--- src/rtl/node_rx_unpacker_pkg.sv ---
// node_rx_unpacker_pkg
//   Shared definitions for the node receive-side unpacker.
//   - rx_state_t : receive FSM state encoding (IDLE=0, ACK=1, RECV=2, DONE=3)
//   - *_MSB/*_LSB: bit positions of the fields in the 64-bit inbound word
//   - eff_len()  : effective packet length (a seq_len of 0 counts as one word)
package node_rx_unpacker_pkg;

  typedef enum logic [1:0] {
    ST_IDLE = 2'd0,
    ST_ACK  = 2'd1,
    ST_RECV = 2'd2,
    ST_DONE = 2'd3
  } rx_state_t;

  localparam int SRC_MSB = 63;
  localparam int SRC_LSB = 56;
  localparam int SEQ_MSB = 55;
  localparam int SEQ_LSB = 50;
  localparam int ID_MSB  = 49;
  localparam int ID_LSB  = 44;
  localparam int PAY_MSB = 31;
  localparam int PAY_LSB = 0;

  // A zero-length header still carries one word, so it is treated as length 1.
  function automatic logic [5:0] eff_len(input logic [5:0] seq_len);
    return (seq_len == 6'd0) ? 6'd1 : seq_len;
  endfunction

endpackage

--- src/rtl/node_rx_unpacker_rx_watchdog.sv ---
// rx_watchdog
//   Idle-cycle watchdog for the receive path. Counts cycles in which
//   'enable' is high and raises 'expired' on the cycle whose clock edge
//   would bring the count to TIMEOUT, so the owner can abort on that edge.
//   Ports:
//     clk     in  clock
//     rst     in  asynchronous reset, active-low
//     enable  in  count this cycle
//     clear   in  zero the count (has priority over enable)
//     expired out combinational: this edge completes TIMEOUT idle cycles
module rx_watchdog
  import node_rx_unpacker_pkg::*;
#(
  parameter int TIMEOUT = 255
) (
  input  logic clk,
  input  logic rst,
  input  logic enable,
  input  logic clear,
  output logic expired
);

  logic [7:0] count_reg;

  assign expired = enable && !clear && (count_reg == 8'(TIMEOUT - 1));

  always_ff @(posedge clk or negedge rst) begin
    if (!rst) begin
      count_reg <= '0;
    end else if (clear) begin
      count_reg <= '0;
    end else if (enable && !expired) begin
      count_reg <= count_reg + 8'd1;
    end
  end

endmodule

--- src/rtl/node_rx_unpacker.sv ---
// node_rx_unpacker
//   Accepts one inbound packet at a time from the router interface, unpacks
//   the first NUM_OPS payload words into operand slots A/B/C and presents
//   them to the PE with a valid/ready handshake. Flags length mismatches,
//   header changes inside a packet and stalled packets.
//   Ports:
//     N_clk, N_rst                 clock, asynchronous active-low reset
//     Node_o_req_rx                in : IF has a packet pending
//     Node_i_ack_rx                out: one-cycle accept pulse to IF
//     Node_o_data_input[63:0]      in : {src, seq_len, id, reserved, payload}
//     Node_o_data_input_valid      in : word qualifier
//     Node_local_id[7:0]           in : this node's id (reporting only)
//     Op_A/Op_B/Op_C[31:0]         out: unpacked operands
//     Op_src[7:0], Op_id[5:0]      out: header of presented packet
//     Op_valid / Op_ready          handshake to PE
//     Err_len, Err_hdr, Err_timeout out: one-cycle registered error pulses
module node_rx_unpacker
  import node_rx_unpacker_pkg::*;
#(
  parameter int NUM_OPS = 3,
  parameter int TIMEOUT = 255
) (
  input  logic        N_clk,
  input  logic        N_rst,
  input  logic        Node_o_req_rx,
  output logic        Node_i_ack_rx,
  input  logic [63:0] Node_o_data_input,
  input  logic        Node_o_data_input_valid,
  input  logic [7:0]  Node_local_id,
  output logic [31:0] Op_A,
  output logic [31:0] Op_B,
  output logic [31:0] Op_C,
  output logic [7:0]  Op_src,
  output logic [5:0]  Op_id,
  output logic        Op_valid,
  input  logic        Op_ready,
  output logic        Err_len,
  output logic        Err_hdr,
  output logic        Err_timeout
);

  rx_state_t   state_reg;
  logic [7:0]  src_reg;
  logic [5:0]  id_reg;
  logic [5:0]  seq_len_reg;
  logic [5:0]  word_cnt_reg;
  logic        op_valid_reg;
  logic        ack_reg;
  logic        err_len_reg;
  logic        err_hdr_reg;
  logic        err_timeout_reg;
  logic [95:0] slot_bus;

  // Field views of the incoming word.
  logic [7:0]  in_src;
  logic [5:0]  in_seq_len;
  logic [5:0]  in_id;
  logic [31:0] in_payload;
  assign in_src     = Node_o_data_input[SRC_MSB:SRC_LSB];
  assign in_seq_len = Node_o_data_input[SEQ_MSB:SEQ_LSB];
  assign in_id      = Node_o_data_input[ID_MSB:ID_LSB];
  assign in_payload = Node_o_data_input[PAY_MSB:PAY_LSB];

  // Local id and reserved header bits are carried for reporting only.
  logic unused_bits;
  assign unused_bits = ^{Node_local_id, Node_o_data_input[43:32]};

  logic       word_accept;
  logic       first_word;
  logic [5:0] cur_seq_len;
  logic [6:0] cnt_inc;
  logic       last_word;
  logic       hdr_mismatch;
  logic       wd_expired;

  assign word_accept = (state_reg == ST_RECV) && Node_o_data_input_valid;
  assign first_word  = (word_cnt_reg == 6'd0);
  // The first word defines the packet length before it is latched.
  assign cur_seq_len = first_word ? in_seq_len : seq_len_reg;
  assign cnt_inc     = {1'b0, word_cnt_reg} + 7'd1;
  assign last_word   = (cnt_inc >= {1'b0, eff_len(cur_seq_len)});
  assign hdr_mismatch = !first_word &&
                        ((in_src != src_reg) || (in_id != id_reg) ||
                         (in_seq_len != seq_len_reg));

  rx_watchdog #(
    .TIMEOUT (TIMEOUT)
  ) u_watchdog (
    .clk     (N_clk),
    .rst     (N_rst),
    .enable  ((state_reg == ST_RECV) && !Node_o_data_input_valid),
    .clear   ((state_reg != ST_RECV) || word_accept),
    .expired (wd_expired)
  );

  // Operand slots: word k lands in slot k; slots beyond NUM_OPS stay zero.
  // Slots are cleared on the ACK->RECV edge so unwritten ones read 0.
  genvar gi;
  generate
    for (gi = 0; gi < 3; gi++) begin : g_slot
      if (gi < NUM_OPS) begin : g_store
        logic [31:0] slot_reg;
        always_ff @(posedge N_clk or negedge N_rst) begin
          if (!N_rst) begin
            slot_reg <= '0;
          end else if (state_reg == ST_ACK) begin
            slot_reg <= '0;
          end else if (word_accept && (word_cnt_reg == 6'(gi))) begin
            slot_reg <= in_payload;
          end
        end
        assign slot_bus[gi*32 +: 32] = slot_reg;
      end else begin : g_none
        assign slot_bus[gi*32 +: 32] = '0;
      end
    end
  endgenerate

  always_ff @(posedge N_clk or negedge N_rst) begin
    if (!N_rst) begin
      state_reg       <= ST_IDLE;
      src_reg         <= '0;
      id_reg          <= '0;
      seq_len_reg     <= '0;
      word_cnt_reg    <= '0;
      op_valid_reg    <= 1'b0;
      ack_reg         <= 1'b0;
      err_len_reg     <= 1'b0;
      err_hdr_reg     <= 1'b0;
      err_timeout_reg <= 1'b0;
    end else begin
      ack_reg         <= 1'b0;
      err_len_reg     <= 1'b0;
      err_hdr_reg     <= 1'b0;
      err_timeout_reg <= 1'b0;
      case (state_reg)
        ST_IDLE: begin
          if (Node_o_req_rx) begin
            state_reg <= ST_ACK;
            ack_reg   <= 1'b1;
          end
        end
        ST_ACK: begin
          state_reg    <= ST_RECV;
          word_cnt_reg <= '0;
        end
        ST_RECV: begin
          if (Node_o_data_input_valid) begin
            word_cnt_reg <= cnt_inc[5:0];
            if (first_word) begin
              src_reg     <= in_src;
              id_reg      <= in_id;
              seq_len_reg <= in_seq_len;
            end
            err_hdr_reg <= hdr_mismatch;
            if (last_word) begin
              state_reg    <= ST_DONE;
              op_valid_reg <= 1'b1;
              err_len_reg  <= (cur_seq_len != 6'(NUM_OPS));
            end
          end else if (wd_expired) begin
            state_reg       <= ST_IDLE;
            err_timeout_reg <= 1'b1;
          end
        end
        ST_DONE: begin
          if (op_valid_reg && Op_ready) begin
            op_valid_reg <= 1'b0;
            state_reg    <= ST_IDLE;
          end
        end
        default: state_reg <= ST_IDLE;
      endcase
    end
  end

  assign Node_i_ack_rx = ack_reg;
  assign Op_A          = slot_bus[31:0];
  assign Op_B          = slot_bus[63:32];
  assign Op_C          = slot_bus[95:64];
  assign Op_src        = src_reg;
  assign Op_id         = id_reg;
  assign Op_valid      = op_valid_reg;
  assign Err_len       = err_len_reg;
  assign Err_hdr       = err_hdr_reg;
  assign Err_timeout   = err_timeout_reg;

endmodule

--- config.mk ---
export PLATFORM = sky130hd
export DESIGN_NAME = node_rx_unpacker
export DESIGN_NICKNAME = d
export VERILOG_FILES = /design/src/rtl/node_rx_unpacker_pkg.sv /design/src/rtl/node_rx_unpacker_rx_watchdog.sv /design/src/rtl/node_rx_unpacker.sv
export SDC_FILE = /design/constraint.sdc
export NUM_CORES = 1
export LEC_CHECK = 0
export ABC_AREA = 1
export ABC_CLOCK_PERIOD_IN_PS = 6000
export CAP_MARGIN = 25
export CORE_MARGIN = 8
export CORE_UTILIZATION = 52
export CTS_BUF_LIST = sky130_fd_sc_hd__clkbuf_4 sky130_fd_sc_hd__clkbuf_8
export DETAILED_ROUTE_END_ITERATION = 8
export PLACE_DENSITY_LB_ADDON = 0.1
export SYNTH_ARGS = -nofsm -noshare
export SYNTH_HDL_FRONTEND = slang
export SYNTH_SLANG_ARGS = --single-unit
--- constraint.sdc ---
create_clock -name N_clk -period 6 [get_ports N_clk]
set_input_delay 1.8 -clock N_clk [delete_from_list [all_inputs] [get_ports N_clk]]
set_output_delay 1.8 -clock N_clk [all_outputs]
set_load 0.005 [all_outputs]
# == Yosys cells after proc, flatten, opt, wreduce, memory -nomap -nowiden ==
# Cells that the tools add are included.
# classes
n_addsub,2
order_cmp,1
n_eq_ne,17
muxes,32
reduce_logical,31
# op_table
op,count
$mux 32,6
$mux 6,3
$mux 8,2
$mux 1,13
$logic_not 6->1,2
$ne 6x6->1,2
$pmux 6 s2,1
$reduce_bool 2->1,6
$logic_and 1x1->1,10
$mux 2,5
$ne 2x2->1 const B,5
$add 8x1->8 const B,1
$eq 8x8->1 const B,1
$ne 8x8->1,1
$pmux 2 s4,1
$reduce_and 4->1,2
$add 6x1->7 const B,1
$ge 7x6->1,1
$eq 6x1->1 const B,1
$eq 6x2->1 const B,1
$ne 6x2->1 const B,1
$eq 2x2->1 const B,2
$logic_not 1->1,4
$reduce_and 2->1,2
other kinds (7),9
# totals
register_bits,137
input_bits,77
out_inout_bits,115
wordCells,97

# == Longest topological paths before layout ==
# depth
word_depth,10
ltp_mapped,20
mapped_depth_nobuf,19

# == Hierarchy ==
# Synthesis repeated with hierarchy kept, for this count alone.
# unflattened
hier_cells,761
area_unflattened_um2,6264.8
# modules_own_cells
mod,n_inst,cells_per_inst,area_each_um2,seq_area_each_um2
node_rx_unpacker,1,682,5741.8,3228.1
rx_watchdog,1,79,523.0,200.2

# == Least setup slack after synthesis ==
# Ideal clock, no wire load.
# synth_timing
path_type,input to register
startpoint,input Node_o_data_input[54]
endpoint,register op_valid_reg (netlist: Op_valid)
setup_ns,0.124
t_arrival_ns,2.976
required_time_ns,5.876
slack_ns,2.900
cell_stages,14
path_buffers,0
path_cell_list,o21ai_0 nand3_1 o21bai_1 ha_1 inv_1 nand2_1 nand2_1 nand2_1 nand2_1 nand2_1 nand2_1 nand2_1 nand2_1 a21oi_1
# synth_between
elab_chain_len,6
# synth_rtl
element,line,source
from (decl),node_rx_unpacker.sv:27,"input logic [63:0] Node_o_data_input,"
$mux 6 (*),node_rx_unpacker.sv:79,assign cur_seq_len = first_word ? in_seq_len : seq_len_reg;
$logic_not 6->1,node_rx_unpacker_pkg.sv:26,return (seq_len == 6'd0) ? 6'd1 : seq_len;
$mux 6 (*),node_rx_unpacker_pkg.sv:26,
$ge 7x6->1 (*),node_rx_unpacker.sv:81,"assign last_word = (cnt_inc >= {1'b0, eff_len(cur_seq_len)});"
$ne 2x2->1 (no source line) (*),--,
$reduce_and 4->1 (no source line) (*),--,
to (signal assigned),node_rx_unpacker.sv:126,op_valid_reg <= 1'b0;
to (signal assigned),node_rx_unpacker.sv:158,op_valid_reg <= 1'b1;
to (signal assigned),node_rx_unpacker.sv:168,op_valid_reg <= 1'b0;
to (decl),node_rx_unpacker.sv:47,logic op_valid_reg;
# Every way passes the cells marked *; elsewhere a longest branch is shown, timed or not.
# A chain may end at the register's enable or synchronous reset.

# == Worst setup path after layout ==
# layout_timing
startpoint,input Node_o_data_input_valid
endpoint,register g_slot[0].g_store.slot_reg[5] (netlist: Op_A[5])
# layout_between
elab_chain_len,3
# layout_rtl
element,line,source
from (decl),node_rx_unpacker.sv:28,"input logic Node_o_data_input_valid,"
$logic_and 1x1->1,node_rx_unpacker.sv:76,assign word_accept = (state_reg == ST_RECV) && Node_o_data_input_valid;
$logic_and 1x1->1,node_rx_unpacker.sv:108,end else if (word_accept && (word_cnt_reg == 6'(gi))) begin
$reduce_bool 2->1 (no source line),--,
to (signal assigned),node_rx_unpacker.sv:109,slot_reg <= in_payload;
to (decl),node_rx_unpacker.sv:102,logic [31:0] slot_reg;
# No other way between the ends.

==> results.json <==
{
  "synthCells": 648,
  "fp.dieArea_um2": 15600,
  "clk_pin_slew_ns": 0.07,
  "ys_warn_count": 0,
  "cp_data_arrival_time_ns": 3.78,
  "clk_latency_ns": 0.43,
  "synth_seq_cells": 137,
  "dpl.hpwl_um": 11700,
  "drc_errors": 0,
  "layout_min_cycle_time_ns": 3.46,
  "cp_max_fo": 26,
  "io_pins": 192,
  "synthToLayoutAreaGrowth_pct": 34.2,
  "finalPower_uw": 4130,
  "rows": 39,
  "ir_drop_uv": 273,
  "yosysSeqAreaShare": 0.558,
  "slew_violations": 0,
  "start_kind": "input pin",
  "comb_power_share": 0.457,
  "regArea_um2": 3430,
  "r2r_start": "word_cnt_reg[0]",
  "io_buffers": 171,
  "cts_sinks": 137,
  "viasPerCell": 5.16,
  "crit_path_end_kind": "register",
  "via_count": 5006,
  "grt_antenna_before_repair": 0,
  "syn_area_per_cell_um2": 9.48,
  "final_area_um2": 8250,
  "layout-drive-gt1-share": 0.105,
  "grt_max_degree": 95,
  "synth_nets": 737,
  "setup_violations": 0,
  "seq_power_share": 0.358,
  "postCtsSetupRepairBufs": 0,
  "p_leak_uw": 0.00383,
  "dr.pass1.iters": 4,
  "fin_crit_sh": 0.577,
  "ctsLongestPathBuffers": 2,
  "cts_tree": "built",
  "switchingPower_uw": 1550,
  "fillers": 901,
  "min_from": "Op_A[20]",
  "grt_pass1_wl_um": 26600,
  "p_int_uw": 2580,
  "ys_types": 31,
  "gp_congestion": 0.831,
  "cts_buffers": 17,
  "status": "completed",
  "crit_type": "input pin to register",
  "first_global_vias": 5136,
  "cts_root_buf": "clkbuf_8",
  "htree_levels": 4,
  "drv_cap": 0,
  "ant_nets": 0,
  "drt_iter0_drc": 381,
  "maxSlewHeadroom": 0.401,
  "die_w_um": 125,
  "rsz0062_at_grt": "no",
  "hp-class": "register to register",
  "grt_usage": 0.211,
  "tns_ns": 0,
  "layout.nets": 905,
  "multi_input_area_um2": 2350,
  "skew_ns": 0.00818,
  "num_antenna_cells": 0,
  "tightest_slew_ns": 0.898,
  "start_util": 0.536,
  "wl_per_cell_um": 16.8,
  "p_clk_frac": 0.184,
  "cts-resized-gates": 0,
  "cp-startpoint": "Node_o_data_input_valid",
  "p_sw_frac": 0.375,
  "hold_buffers": 0,
  "grt.overflow.total": 0,
  "hold_viol_final": 0,
  "cp.required_ns": 6.32,
  "die_h_um": 125,
  "drt_wl_total_um": 16300,
  "power_density_nw_per_um2": 501,
  "synthesis.area_um2": 6150,
  "placed_area_um2": 7850,
  "core_area_um2": 11500,
  "max_freq_mhz": 289
}
per-layer routing:
layer	share of wire	GRT usage
met1	0.41	0.244
met2	0.48	0.350
met3	0.094	0.0932
met4	0.011	0.0524
met5	0	0
cells in the final DEF, fill, tap and decap left out, types with 2 or more instances in the layout:
cell type / synthesis / final
o21bai_1: 3 / 3
a21oi_1: 5 / 5
clkinv_2: 0 / 4
bufinv_16: 0 / 3
xnor2_1: 11 / 11
inv_1: 38 / 38
ha_1: 12 / 12
nor2_8: 2 / 2
o21ai_1: 36 / 36
nand3_1: 15 / 15
o21ai_0: 47 / 47
xor2_1: 7 / 7
dfrtp_1: 137 / 137
clkinvlp_4: 0 / 2
o21ai_2: 37 / 37
clkbuf_8: 0 / 17
buf_4: 1 / 4
clkdlybuf4s50_1: 0 / 170
nor2_4: 3 / 3
nor2_1: 21 / 20
nand2_1: 224 / 224
nor3_1: 4 / 4
clkbuf_4: 0 / 5
a31oi_4: 2 / 2
inv_2: 3 / 3
nand4_1: 4 / 4
o22ai_1: 4 / 4
metrics by stage:
stage / util / worst slack, ns / hold WS (ns) / cells
6_report: 0.719 / 2.54 / 0.482 / 971
5_1_grt: 0.719 / 2.37 / 0.502 / 971
3_3_place_gp: 0.685 / 2.15 / 0.465 / 940
3_5_place_dp: 0.685 / 2.10 / 0.467 / 940
2_1_floorplan: - / 2.90 / 0.466 / 648
4_1_cts: 0.719 / 2.55 / 0.486 / 971
kinds of logic after synthesis:
logic type                 Yosys count  synth area share
and+or+nand+nor                    277             0.188
AOI/OAI and AO/OA                  137             0.143
DFF                                137             0.558
buffers and inverters               67            0.0609
xor gates and xnor gates            18            0.0257
adders and majority gates           12            0.0244
power groups by stage:
stage	Combinational (µW)	Sequential (µW)	Clock, µW
2_1_floorplan	1050	1490	0
3_3_place_gp	1860	1480	0
3_5_place_dp	1920	1490	0
4_1_cts	1930	1480	778
5_1_grt	2100	1520	820
6_report	1890	1480	762
cell type report:
class	instances	area share
Clock inverter	9	0.0152
Clock buffer	22	0.0329
Tap cell	143	0.0217
Timing Repair Buffer	175	0.211
Multi-Input combinational cell	444	0.284
Sequential cell	137	0.416
Inverter	41	0.0187
cells in the mapped netlist, drive strengths merged:
cell    count  area [µm²]
a21oi       5        25.0
a31oi       3        48.8
buf        21         201
clkbuf      5        18.8
dfrtp     137        3430
ha         12         150
inv        41         154
nand2     225         852
nand3      16        92.6
nand4       4        25.0
nor2       26         153
nor3        4        20.0
nor4b       1        8.76
o211a       1        10.0
o21ai     120         739
o21bai      3        22.5
o22ai       4        25.0
o31ai       1        7.51
or2         1        6.26
xnor2      11        96.3
xor2        7        61.3
worst max-delay path, stage by stage:
cell and delay [ns]:
clkdlybuf4s50_1 0.47, nand2_4 0.21, nor2_8 0.12, nor2_2 0.62
buf_4 0.39, nand2_1 0.07, o21ai_0 0.10
worst paths after layout:
| check | depth (start not counted) | end | slack, ns |
|---|---|---|---|
| min in group asynchronous | 1 | Op_B[28] | 1.44 |
| hold reg to reg | 2 | Op_A[20] | 0.48 |
| setup reg to reg | 17 | state_reg[0] | 3.40 |
| hold / removal | 2 | Op_A[20] | 0.48 |
| setup / recovery | 7 | Op_A[5] | 2.54 |
| max in group asynchronous | 2 | u_watchdog.count_reg[2] | 3.46 |
No activity file was read; power rests on OpenSTA's default activity.
